## config.mk

```make
export PLATFORM = sky130hd
export DESIGN_NAME = mips_mc_core
export DESIGN_NICKNAME = d
export VERILOG_FILES = /design/src/rtl/mips_mc_pkg.sv /design/src/rtl/mips_mc_regfile.sv /design/src/rtl/mips_mc_core.sv
export SDC_FILE = /design/constraint.sdc
export NUM_CORES = 2
export LEC_CHECK = 0
export ABC_AREA = 1
export CORE_ASPECT_RATIO = 0.7
export CORE_UTILIZATION = 30
export DETAILED_ROUTE_END_ITERATION = 6
export DONT_BUFFER_PORTS = 1
export PLACE_DENSITY = 0.55
export REMOVE_ABC_BUFFERS = 1
export SLEW_MARGIN = 40
export SYNTH_ARGS = -nofsm -noshare
export SYNTH_HDL_FRONTEND = slang
export SYNTH_SLANG_ARGS = --single-unit
```

## constraint.sdc

```tcl
create_clock -name clk -period 4.5 [get_ports clk]
set_input_delay 0.225 -clock clk [delete_from_list [all_inputs] [get_ports clk]]
set_output_delay 0.225 -clock clk [all_outputs]
set_load 0.005 [all_outputs]
```

## src/rtl/mips_mc_pkg.sv

```systemverilog
// mips_mc_pkg: shared definitions for the multi-cycle MIPS-subset core.
//   - opcode / funct encodings of the supported instructions
//   - FSM state encoding (3 bits)
//   - ALU control codes, the ALU-control decode function and the legality check
package mips_mc_pkg;

  localparam logic [5:0] OP_RTYPE = 6'h00;
  localparam logic [5:0] OP_J     = 6'h02;
  localparam logic [5:0] OP_BEQ   = 6'h04;
  localparam logic [5:0] OP_ADDI  = 6'h08;
  localparam logic [5:0] OP_LW    = 6'h23;
  localparam logic [5:0] OP_SW    = 6'h2B;

  localparam logic [5:0] FN_ADD = 6'h20;
  localparam logic [5:0] FN_SUB = 6'h22;
  localparam logic [5:0] FN_AND = 6'h24;
  localparam logic [5:0] FN_OR  = 6'h25;
  localparam logic [5:0] FN_SLT = 6'h2A;

  typedef enum logic [2:0] {
    ST_FETCH  = 3'd0,
    ST_DECODE = 3'd1,
    ST_EXEC   = 3'd2,
    ST_MEM    = 3'd3,
    ST_WB     = 3'd4,
    ST_TRAP   = 3'd5
  } state_t;

  typedef enum logic [2:0] {
    ALU_ADD = 3'd0,
    ALU_SUB = 3'd1,
    ALU_AND = 3'd2,
    ALU_OR  = 3'd3,
    ALU_SLT = 3'd4
  } alu_ctl_t;

  // I-type instructions (addi/lw/sw) all use the adder; beq compares A/B directly.
  function automatic alu_ctl_t alu_decode(input logic [5:0] op, input logic [5:0] funct);
    alu_ctl_t ctl;
    ctl = ALU_ADD;
    if (op == OP_RTYPE) begin
      case (funct)
        FN_SUB:  ctl = ALU_SUB;
        FN_AND:  ctl = ALU_AND;
        FN_OR:   ctl = ALU_OR;
        FN_SLT:  ctl = ALU_SLT;
        default: ctl = ALU_ADD;
      endcase
    end
    return ctl;
  endfunction

  function automatic logic insn_legal(input logic [5:0] op, input logic [5:0] funct);
    logic ok;
    case (op)
      OP_RTYPE: ok = funct inside {FN_ADD, FN_SUB, FN_AND, FN_OR, FN_SLT};
      OP_ADDI, OP_LW, OP_SW, OP_BEQ, OP_J: ok = 1'b1;
      default: ok = 1'b0;
    endcase
    return ok;
  endfunction

endpackage

```

## src/rtl/mips_mc_regfile.sv

```systemverilog
// mips_mc_regfile: 32 x 32-bit general purpose register file.
//   clk, reset       : clock, synchronous active-high reset (all GPRs <= REG_INIT)
//   ra_a/rdata_a     : asynchronous read port A
//   ra_b/rdata_b     : asynchronous read port B
//   we/wa/wd         : synchronous write port; writes to $0 are discarded
// $0 always reads as zero regardless of its stored value.
module mips_mc_regfile #(
  parameter logic [31:0] REG_INIT = 32'd0
) (
  input  logic        clk,
  input  logic        reset,
  input  logic [4:0]  ra_a,
  output logic [31:0] rdata_a,
  input  logic [4:0]  ra_b,
  output logic [31:0] rdata_b,
  input  logic        we,
  input  logic [4:0]  wa,
  input  logic [31:0] wd
);

  logic [31:0] regs [32];

  always_ff @(posedge clk) begin
    if (reset) begin
      for (int i = 0; i < 32; i++) regs[i] <= REG_INIT;
    end else if (we && (wa != 5'd0)) begin
      regs[wa] <= wd;
    end
  end

  assign rdata_a = (ra_a == 5'd0) ? 32'd0 : regs[ra_a];
  assign rdata_b = (ra_b == 5'd0) ? 32'd0 : regs[ra_b];

endmodule

```

## src/rtl/mips_mc_core.sv

```systemverilog
// mips_mc_core: multi-cycle MIPS-subset core (add/sub/and/or/slt, addi, lw, sw, beq, j).
// One instruction is sequenced over FETCH -> DECODE -> EXEC -> {MEM, WB} with a shared ALU.
// Ports:
//   clk, reset                     : clock, synchronous active-high reset
//   i_req/i_addr/i_rdata/i_ready   : instruction fetch handshake (i_addr = PC)
//   d_req/d_we/d_addr/d_wdata/
//   d_rdata/d_ready                : data access handshake (d_we=1 store, 0 load)
//   pc                             : current PC
//   trap                           : sticky illegal-instruction flag
//   retired                        : one-cycle pulse on the last cycle of each instruction
//   cyc_cnt, ins_cnt               : performance counters
// Configuration macro MIPS_MC_PERF_EN: when defined, cyc_cnt counts cycles out of reset and
// ins_cnt counts retired instructions (both wrap); when undefined both outputs are tied to 0.
module mips_mc_core
  import mips_mc_pkg::*;
#(
  parameter int                 ADDR_W   = 8,
  parameter logic [ADDR_W-1:0]  RESET_PC = '0,
  parameter logic [31:0]        REG_INIT = 32'd0
) (
  input  logic              clk,
  input  logic              reset,
  output logic              i_req,
  output logic [ADDR_W-1:0] i_addr,
  input  logic [31:0]       i_rdata,
  input  logic              i_ready,
  output logic              d_req,
  output logic              d_we,
  output logic [ADDR_W-1:0] d_addr,
  output logic [31:0]       d_wdata,
  input  logic [31:0]       d_rdata,
  input  logic              d_ready,
  output logic [ADDR_W-1:0] pc,
  output logic              trap,
  output logic              retired,
  output logic [31:0]       cyc_cnt,
  output logic [31:0]       ins_cnt
);

  state_t            state, state_nx;
  logic [ADDR_W-1:0] pc_q;
  logic [31:0]       ir, a_q, b_q, alu_out, mdr;
  logic              trap_q;

  logic [5:0]  op, funct;
  logic [4:0]  rs, rt, rd;
  logic [31:0] se_imm;
  logic        legal, i_done, d_done;

  assign op     = ir[31:26];
  assign rs     = ir[25:21];
  assign rt     = ir[20:16];
  assign rd     = ir[15:11];
  assign funct  = ir[5:0];
  assign se_imm = {{16{ir[15]}}, ir[15:0]};
  assign legal  = insn_legal(op, funct);

  // Handshakes only complete while the matching request is up, so stray readies are ignored.
  assign i_done = i_req & i_ready;
  assign d_done = d_req & d_ready;

  // Register file
  logic [31:0] rs_val, rt_val, wb_data;
  logic [4:0]  wb_addr;
  logic        wb_en;

  assign wb_en   = (state == ST_WB);
  assign wb_addr = (op == OP_RTYPE) ? rd : rt;
  assign wb_data = (op == OP_LW) ? mdr : alu_out;

  mips_mc_regfile #(.REG_INIT(REG_INIT)) u_regfile (
    .clk     (clk),
    .reset   (reset),
    .ra_a    (rs),
    .rdata_a (rs_val),
    .ra_b    (rt),
    .rdata_b (rt_val),
    .we      (wb_en),
    .wa      (wb_addr),
    .wd      (wb_data)
  );

  // ALU: operands are declared signed so slt is a two's-complement compare.
  alu_ctl_t           alu_ctl;
  logic signed [31:0] alu_a, alu_b;
  logic [31:0]        alu_res;

  always_comb begin
    alu_ctl = alu_decode(op, funct);
    alu_a   = a_q;
    alu_b   = (op == OP_RTYPE) ? b_q : se_imm;
    case (alu_ctl)
      ALU_SUB: alu_res = alu_a - alu_b;
      ALU_AND: alu_res = alu_a & alu_b;
      ALU_OR:  alu_res = alu_a | alu_b;
      ALU_SLT: alu_res = {31'd0, (alu_a < alu_b)};
      default: alu_res = alu_a + alu_b;
    endcase
  end

  // PC targets. The jump keeps PC[31:28] only when the PC is that wide; narrower PCs
  // zero-extend here, so the upper nibble is simply truncated away.
  logic [31:0]       pc_ext, jmp_full, br_off;
  logic [ADDR_W-1:0] pc_plus4, br_target;

  assign pc_ext    = 32'(pc_q);
  assign jmp_full  = {pc_ext[31:28], ir[25:0], 2'b00};
  assign br_off    = se_imm << 2;
  assign pc_plus4  = pc_q + ADDR_W'(4);
  assign br_target = pc_q + br_off[ADDR_W-1:0];

  logic unused_bits;
  assign unused_bits = ^{ir[10:6], alu_out[31:ADDR_W], jmp_full[31:ADDR_W],
                         br_off[31:ADDR_W], pc_ext[27:0]};

  // Next-state logic
  always_comb begin
    state_nx = state;
    case (state)
      ST_FETCH:  if (i_done) state_nx = ST_DECODE;
      ST_DECODE: begin
        if (!legal)           state_nx = ST_TRAP;
        else if (op == OP_J)  state_nx = ST_FETCH;
        else                  state_nx = ST_EXEC;
      end
      ST_EXEC: begin
        if (op == OP_LW || op == OP_SW) state_nx = ST_MEM;
        else if (op == OP_BEQ)          state_nx = ST_FETCH;
        else                            state_nx = ST_WB;
      end
      ST_MEM:    if (d_done) state_nx = (op == OP_LW) ? ST_WB : ST_FETCH;
      ST_WB:     state_nx = ST_FETCH;
      ST_TRAP:   state_nx = ST_TRAP;
      default:   state_nx = ST_FETCH;
    endcase
  end

  // Requests depend only on registered state (no ready->req path); held low during reset.
  always_comb begin
    i_req   = 1'b0;
    d_req   = 1'b0;
    retired = 1'b0;
    if (!reset) begin
      i_req = (state == ST_FETCH);
      d_req = (state == ST_MEM);
      case (state)
        ST_DECODE: retired = legal && (op == OP_J);
        ST_EXEC:   retired = (op == OP_BEQ);
        ST_MEM:    retired = d_ready && (op == OP_SW);
        ST_WB:     retired = 1'b1;
        default:   retired = 1'b0;
      endcase
    end
  end

  assign i_addr  = pc_q;
  assign pc      = pc_q;
  assign d_we    = d_req && (op == OP_SW);
  assign d_addr  = alu_out[ADDR_W-1:0];
  assign d_wdata = b_q;
  assign trap    = trap_q;

  // Control state: FSM, PC, trap flag
  always_ff @(posedge clk) begin
    if (reset) begin
      state  <= ST_FETCH;
      pc_q   <= RESET_PC;
      trap_q <= 1'b0;
    end else begin
      state <= state_nx;
      if (state == ST_FETCH && i_done)
        pc_q <= pc_plus4;
      else if (state == ST_DECODE && legal && op == OP_J)
        pc_q <= jmp_full[ADDR_W-1:0];
      else if (state == ST_EXEC && op == OP_BEQ && a_q == b_q)
        pc_q <= br_target;
      if (state == ST_DECODE && !legal)
        trap_q <= 1'b1;
    end
  end

  // Datapath registers: IR, A/B, ALUOut, MDR
  always_ff @(posedge clk) begin
    if (reset) begin
      ir      <= 32'd0;
      a_q     <= 32'd0;
      b_q     <= 32'd0;
      alu_out <= 32'd0;
      mdr     <= 32'd0;
    end else begin
      case (state)
        ST_FETCH:  if (i_done) ir <= i_rdata;
        ST_DECODE: begin
          a_q <= rs_val;
          b_q <= rt_val;
        end
        ST_EXEC:   alu_out <= alu_res;
        ST_MEM:    if (d_done && op == OP_LW) mdr <= d_rdata;
        default:   ;
      endcase
    end
  end

`ifdef MIPS_MC_PERF_EN
  logic [31:0] cyc_q, ins_q;

  always_ff @(posedge clk) begin
    if (reset) begin
      cyc_q <= 32'd0;
      ins_q <= 32'd0;
    end else begin
      cyc_q <= cyc_q + 32'd1;
      if (retired) ins_q <= ins_q + 32'd1;
    end
  end

  assign cyc_cnt = cyc_q;
  assign ins_cnt = ins_q;
`else
  assign cyc_cnt = 32'd0;
  assign ins_cnt = 32'd0;
`endif

endmodule
```

# Word level (Yosys, flattened, before mapping)
# Memories as Yosys holds them, arrays and structs flattened. A register that Yosys moved wholly into a read port is not among the register bits.
# Cells that the tools add are included.
# word_totals
mem_count,1
ramBits,1024
in_bits,68
wordCells,101
ff_bits,172
# op_classes
n_eq_ne,22
reduce_logical,25
mux,36
add_sub_neg,4
bitwise,4
magnitude_cmp,1
# mem_list
memory,depth,width,read_ports,rd_ports_with_merged_regs,write_ports,line_no,text
u_regfile.regs,32,32,2,2,32,mips_mc_regfile.sv:21,logic [31:0] regs [32];
# op_table
operator,n
$mux 32,5
$pmux 32 s4,1
$eq 6x6->1 const B,7
$add 32x32->32,1
$and 32x32->32,1
$eq 32x32->1,1
$lt 32x32->1,1
$or 32x32->32,1
$reduce_or 32->1,1
$sub 32x32->32,1
$mux 5,6
$mux 8,3
$mux 3,7
$pmux 3 s5,1
$eq 3x2->1 const B,4
$pmux 3 s4,1
$logic_and 1x1->1,11
$logic_not 5->1,2
$reduce_bool 5->1,2
$eq 3x3->1 const B,3
$mux 1,9
$add 8x3->8 const B,1
$add 8x8->8,1
$eq 3x1->1 const B,2
other kinds (15),19

# Depth between registers and ports, before layout
# logic_depth
ltp_word,9
mapped_depth,24

# Cells and area by module
# A second synthesis with hierarchy kept.
# unflattened
cells_unflattened,9582
area_unflattened_um2,70689.0
# by_module_without_submodules
module,instances,area_per_inst_um2,seq_area_each_um2,cells_per_inst
mips_mc_regfile,1,56525.5,30749.5,7252
mips_mc_core,1,14163.6,3403.3,2330

# Worst setup path after synthesis
# No wires, ideal clock.
# synth_path
path_kind,reg-to-reg
startpoint,reg ir[26]
endpoint,mem u_regfile.regs[10][0] (enable)
t_arrival_ns,2.866
stages_incl_launch_ff,14
setup_ns,0.389
path_buffers,2
slack_ns,1.244
path_cell_list,dfxtp_1 > nor2_2 > nand3_4 > buf_6 > nand2_4 > o21ai_4 > inv_1 > nor2_1 > nand2_2 > nand2_4 > nor3_4 > nand2_4 > buf_6 > nand2_1
# synth_rtl
element,line_no,text
from (decl),mips_mc_core.sv:42,"logic [31:0] ir, a_q, b_q, alu_out, mdr;"
from (signal assigned),mips_mc_core.sv:192,ST_FETCH: if (i_done) ir <= i_rdata;
to (decl),mips_mc_regfile.sv:21,

# Final worst setup path
# layout_path
startpoint,reg ir[26]
endpoint,reg alu_out[18]
# layout_via
elab_chain_len,4
word_cells_on_any_way,12
cone_classes,add/sub (2); eq/ne (4); mux (3); bitwise (2); reduce/logical (1)
# layout_rtl
element,line_no,text
$logic_not 6->1 (*),"mips_mc_pkg.sv:41, mips_mc_core.sv:91",
$mux 32 / $mux 3 (equally long branches),"mips_mc_core.sv:91, mips_mc_pkg.sv:41",
$add 32x32->32 (tied with other cells),mips_mc_core.sv:97,default: alu_res = alu_a + alu_b;
$pmux 32 s4 (*),mips_mc_core.sv:92,case (alu_ctl)
to (signal assigned),mips_mc_core.sv:197,ST_EXEC: alu_out <= alu_res;
to (decl),mips_mc_core.sv:42,
# Every way passes the cells marked *; elsewhere a longest branch is shown, timed or not.
# A chain may end at the register's enable or synchronous reset.

==> flow_summary.toml <==
[sta]
max_freq_mhz = 247
finalSetupViolCount = 0
period_share = 0.900
drv_slew = 0
skew_ps = 51.4
worst_slew_pin_slew_ps = 1020
hold_violations = 0
post-route-min-period_ps = 4050
finalWorstSetupSlack_ps = 451
worst_slew_margin_rel = 0.320
rsz0062_at_grt = "no"
whs_ps = 75.5

[worst_hold_path]
whs_path_depth = 4
worstHoldEndpoint = "ir[30]$_SDFFE_PP0P_"
worstHoldStart = "i_ready"
hp-class = "in -> reg"

[route]
wirelength_mm = 325
wl_per_cell_um = 29.8
drtPass1Iterations = 7
dr_total_vias = 64600
drc = 1
ant_nets = 0
avgViaCountPerCell = 5.92
drt_iter0_markers = 10600

[critical_path]
rr_endpoint = "alu_out[18]$_SDFFE_PP0P_"
arrival_ps = 4770
worst_path_max_delay_cell = "o21ai_0"
cp_cell_sequence = "nor2_2 > nand3_4 > buf_4 > o21ai_0 > ha_1 > inv_1 > fa_1 > nand2_1 > nand2_1 > nand3_1 > nand2_1 > nand2_1 > nand2_1 > nand2_1 > nand3_1 > nand2_1 > nand2_1 > o21ai_0 > nor2_1 > nor2_1"
setup.worst_path.end_class = "register"
crit_type = "reg -> reg"
regToRegSetupSlack_ps = 450
worst-path-max-fanout = 32
reg2reg_depth = 20
crit_required_ps = 5220
critPathMaxStageDelay_ps = 460
start_kind = "register"
r2r-start = "ir[26]$_SDFFE_PP0P_"
critPathMostFrequentCell = "nand2_1"

[place]
place_congestion = 1.03
pre_cts_slack_ps = 679
placed_area_sq_um = 74400
hpwl_mm = 206
dpl.cell_count = 10600
portBuffers = 0

[synthesis]
yosysTopAreaCell = "edfxtp_1"
yosysWarningCount = 0
synth_top_area_share = 0.437
netlist_instances = 7927
yosysSeqAreaShare = 0.489
synth-seq-cells = 1204
synth_ff_type = "edfxtp_1"
synthArstFlopShare = 0
syn_area_per_cell_sq_um = 8.87
synthTopCellsByArea = "edfxtp_1, nor2_1, o221ai_1"
synth.distinct_cells = 50
synth_area_sq_um = 70300
synth_edf_count = 1024

[die]
die_x_um = 581
coreArea_sq_um = 233000
floorplan.initialDensity = 0.302
io-pin-count = 193
rows = 148
die_area_sq_um = 236000
die_h_um = 407

[clock_network]
htree_levels = 3
cts.clk_slew.worst_paths_ps = 60
clkLatencyLatePin_ps = 800
root_buffer = "clkbuf_16"
cts_resized = 0
cts_buffers = 117
cts_max_path_buffers = 3
cts.sinks = 1204
cts_tree = "done"

[global_routing]
grt_pass1_wl_mm = 450
busiest_layer = "met1"
antenna_found_initial = 13
grt_max_degree = 155
grt_use_total = 0.264
use_met1 = 0.390
grt-ovfl-total = 0
gr-usage-met3 = 0.0864
grt_use_met2 = 0.351
grt_pass1_vias = 59300

[cells_and_area]
post-route-util = 0.341
layout.cells.non_filler = 10900
final_cell_mix = "nor2_1, edfxtp_1, o21ai_0, nor2_2, nand3_1"
nNetsFinal = 7901
final_common_cell = "nor2_1"
syn_to_final_growth_pct = 12.8
final_design_area_no_fill_sq_um = 79300
drive_gt1_frac = 0.156

[status]
violations = "design-rule violations"
status = "complete, but fails checks"

[power_and_ir_drop]
power.leakage_nw = 27.3
ir_worst_vdd_v = 0.000356
power_density_nw_per_um2 = 481

[job]
maxCapViolations = 0
-- where the power goes --
group | internal [mW] | switching [mW] | total [mW]
clock | 5.80 | 4.88 | 10.7
sequential | 12.6 | 0.777 | 13.4
combinational | 3.87 | 10.2 | 14.0
-- flip-flops by register name, summed over array words and instances (netlist names), named ones only --
signal          cells
trap                1
state               3
mdr                32
ir                 32
d_wdata            32
u_regfile.regs   1024
i_addr              6
alu_out            32
a_q                32
-- routing by layer --
| metal | part of all wire | vias to the layer above |
|---|---|---|
| met4 | 0.036 | 10 |
| li1 | - | 27200 |
| met1 | 0.43 | 31800 |
| met5 | 0.0015 | - |
| met3 | 0.15 | 623 |
| met2 | 0.38 | 4961 |
-- stage by stage --
stage          power (mW)  setup TNS (ps)
2_1_floorplan        21.6        -1915320
5_1_grt              39.3               0
3_5_place_dp         26.9               0
6_report             38.1               0
4_1_cts              37.5               0
3_3_place_gp         26.7               0
-- worst max path at each step --
stage	from	endpoint	slack (ps)
floorplan	register	d_wdata[0]$_SDFFE_PP0N_	-21990
global placement	ir[28]$_SDFFE_PP0P_	alu_out[18]$_SDFFE_PP0P_	670
detailed placement	ir[26]$_SDFFE_PP0P_	alu_out[18]$_SDFFE_PP0P_	680
CTS	ir[26]$_SDFFE_PP0P_	alu_out[18]$_SDFFE_PP0P_	650
global route	ir[26]$_SDFFE_PP0P_	alu_out[18]$_SDFFE_PP0P_	290
finish	ir[26]$_SDFFE_PP0P_	alu_out[18]$_SDFFE_PP0P_	450
-- Yosys cell counts (3+ instances only) --
cell and number:
inv_2 3, o221ai_1 512, ha_1 103, nand4_1 25
nor3_1 28, buf_6 73, fa_1 3, nand2_4 27
nor2_2 579, a21oi_1 188, clkbuf_1 583, nor2_1 1637
nand2_1 601, nor3_4 3, o21bai_1 464, mux2i_1 91
inv_1 328, dfxtp_1 180, xnor2_1 13, buf_1 37
buf_4 82, o2111ai_1 4, o22ai_1 7, edfxtp_1 1024
buf_2 26, xor2_1 34, o21ai_0 668, a31oi_1 8
nand3_1 562, or2_2 4
-- cells by family (layout without fill, tap and decap cells) --
family,after synthesis,in the layout,synth area share
other cells,1,108,0.0000534
buf+inv,1134,938,0.0732
xor+xnor,47,47,0.00586
mux,91,91,0.0130
compound gates,1866,1866,0.178
fa+ha+maj,106,106,0.0192
flops,1204,1204,0.489
simple gates,3478,3478,0.222
-- worst max-delay path: cells and delay by family, from the launching register on --
family | cells | cell delay (ps)
buffers and inverters | 2 | 390
flip-flops | 1 | 340
AO/OA/AOI/OAI | 2 | 880
AND/OR/NAND/NOR | 14 | 1640
adder cells (fa/ha/maj) | 2 | 690
-- area by class of cell --
| type | instances | area (sq um) |
|---|---|---|
| sequential | 1204 | 34400 |
| multi-input combinational | 5688 | 31700 |
| tap | 3075 | 3850 |
| antenna | 8 | 20.0 |
| timing repair buffer | 383 | 4100 |
| clock buffer | 158 | 3300 |
| inverter | 333 | 1280 |
| fill | 23500 | 153000 |
| clock inverter | 64 | 691 |
-- what timing repair did --
action	in CTS	in global routing
setup buffers	0	0
hold buffers	74	0
hold endpoints to repair	183	0
(Power assumes the default switching activity.)
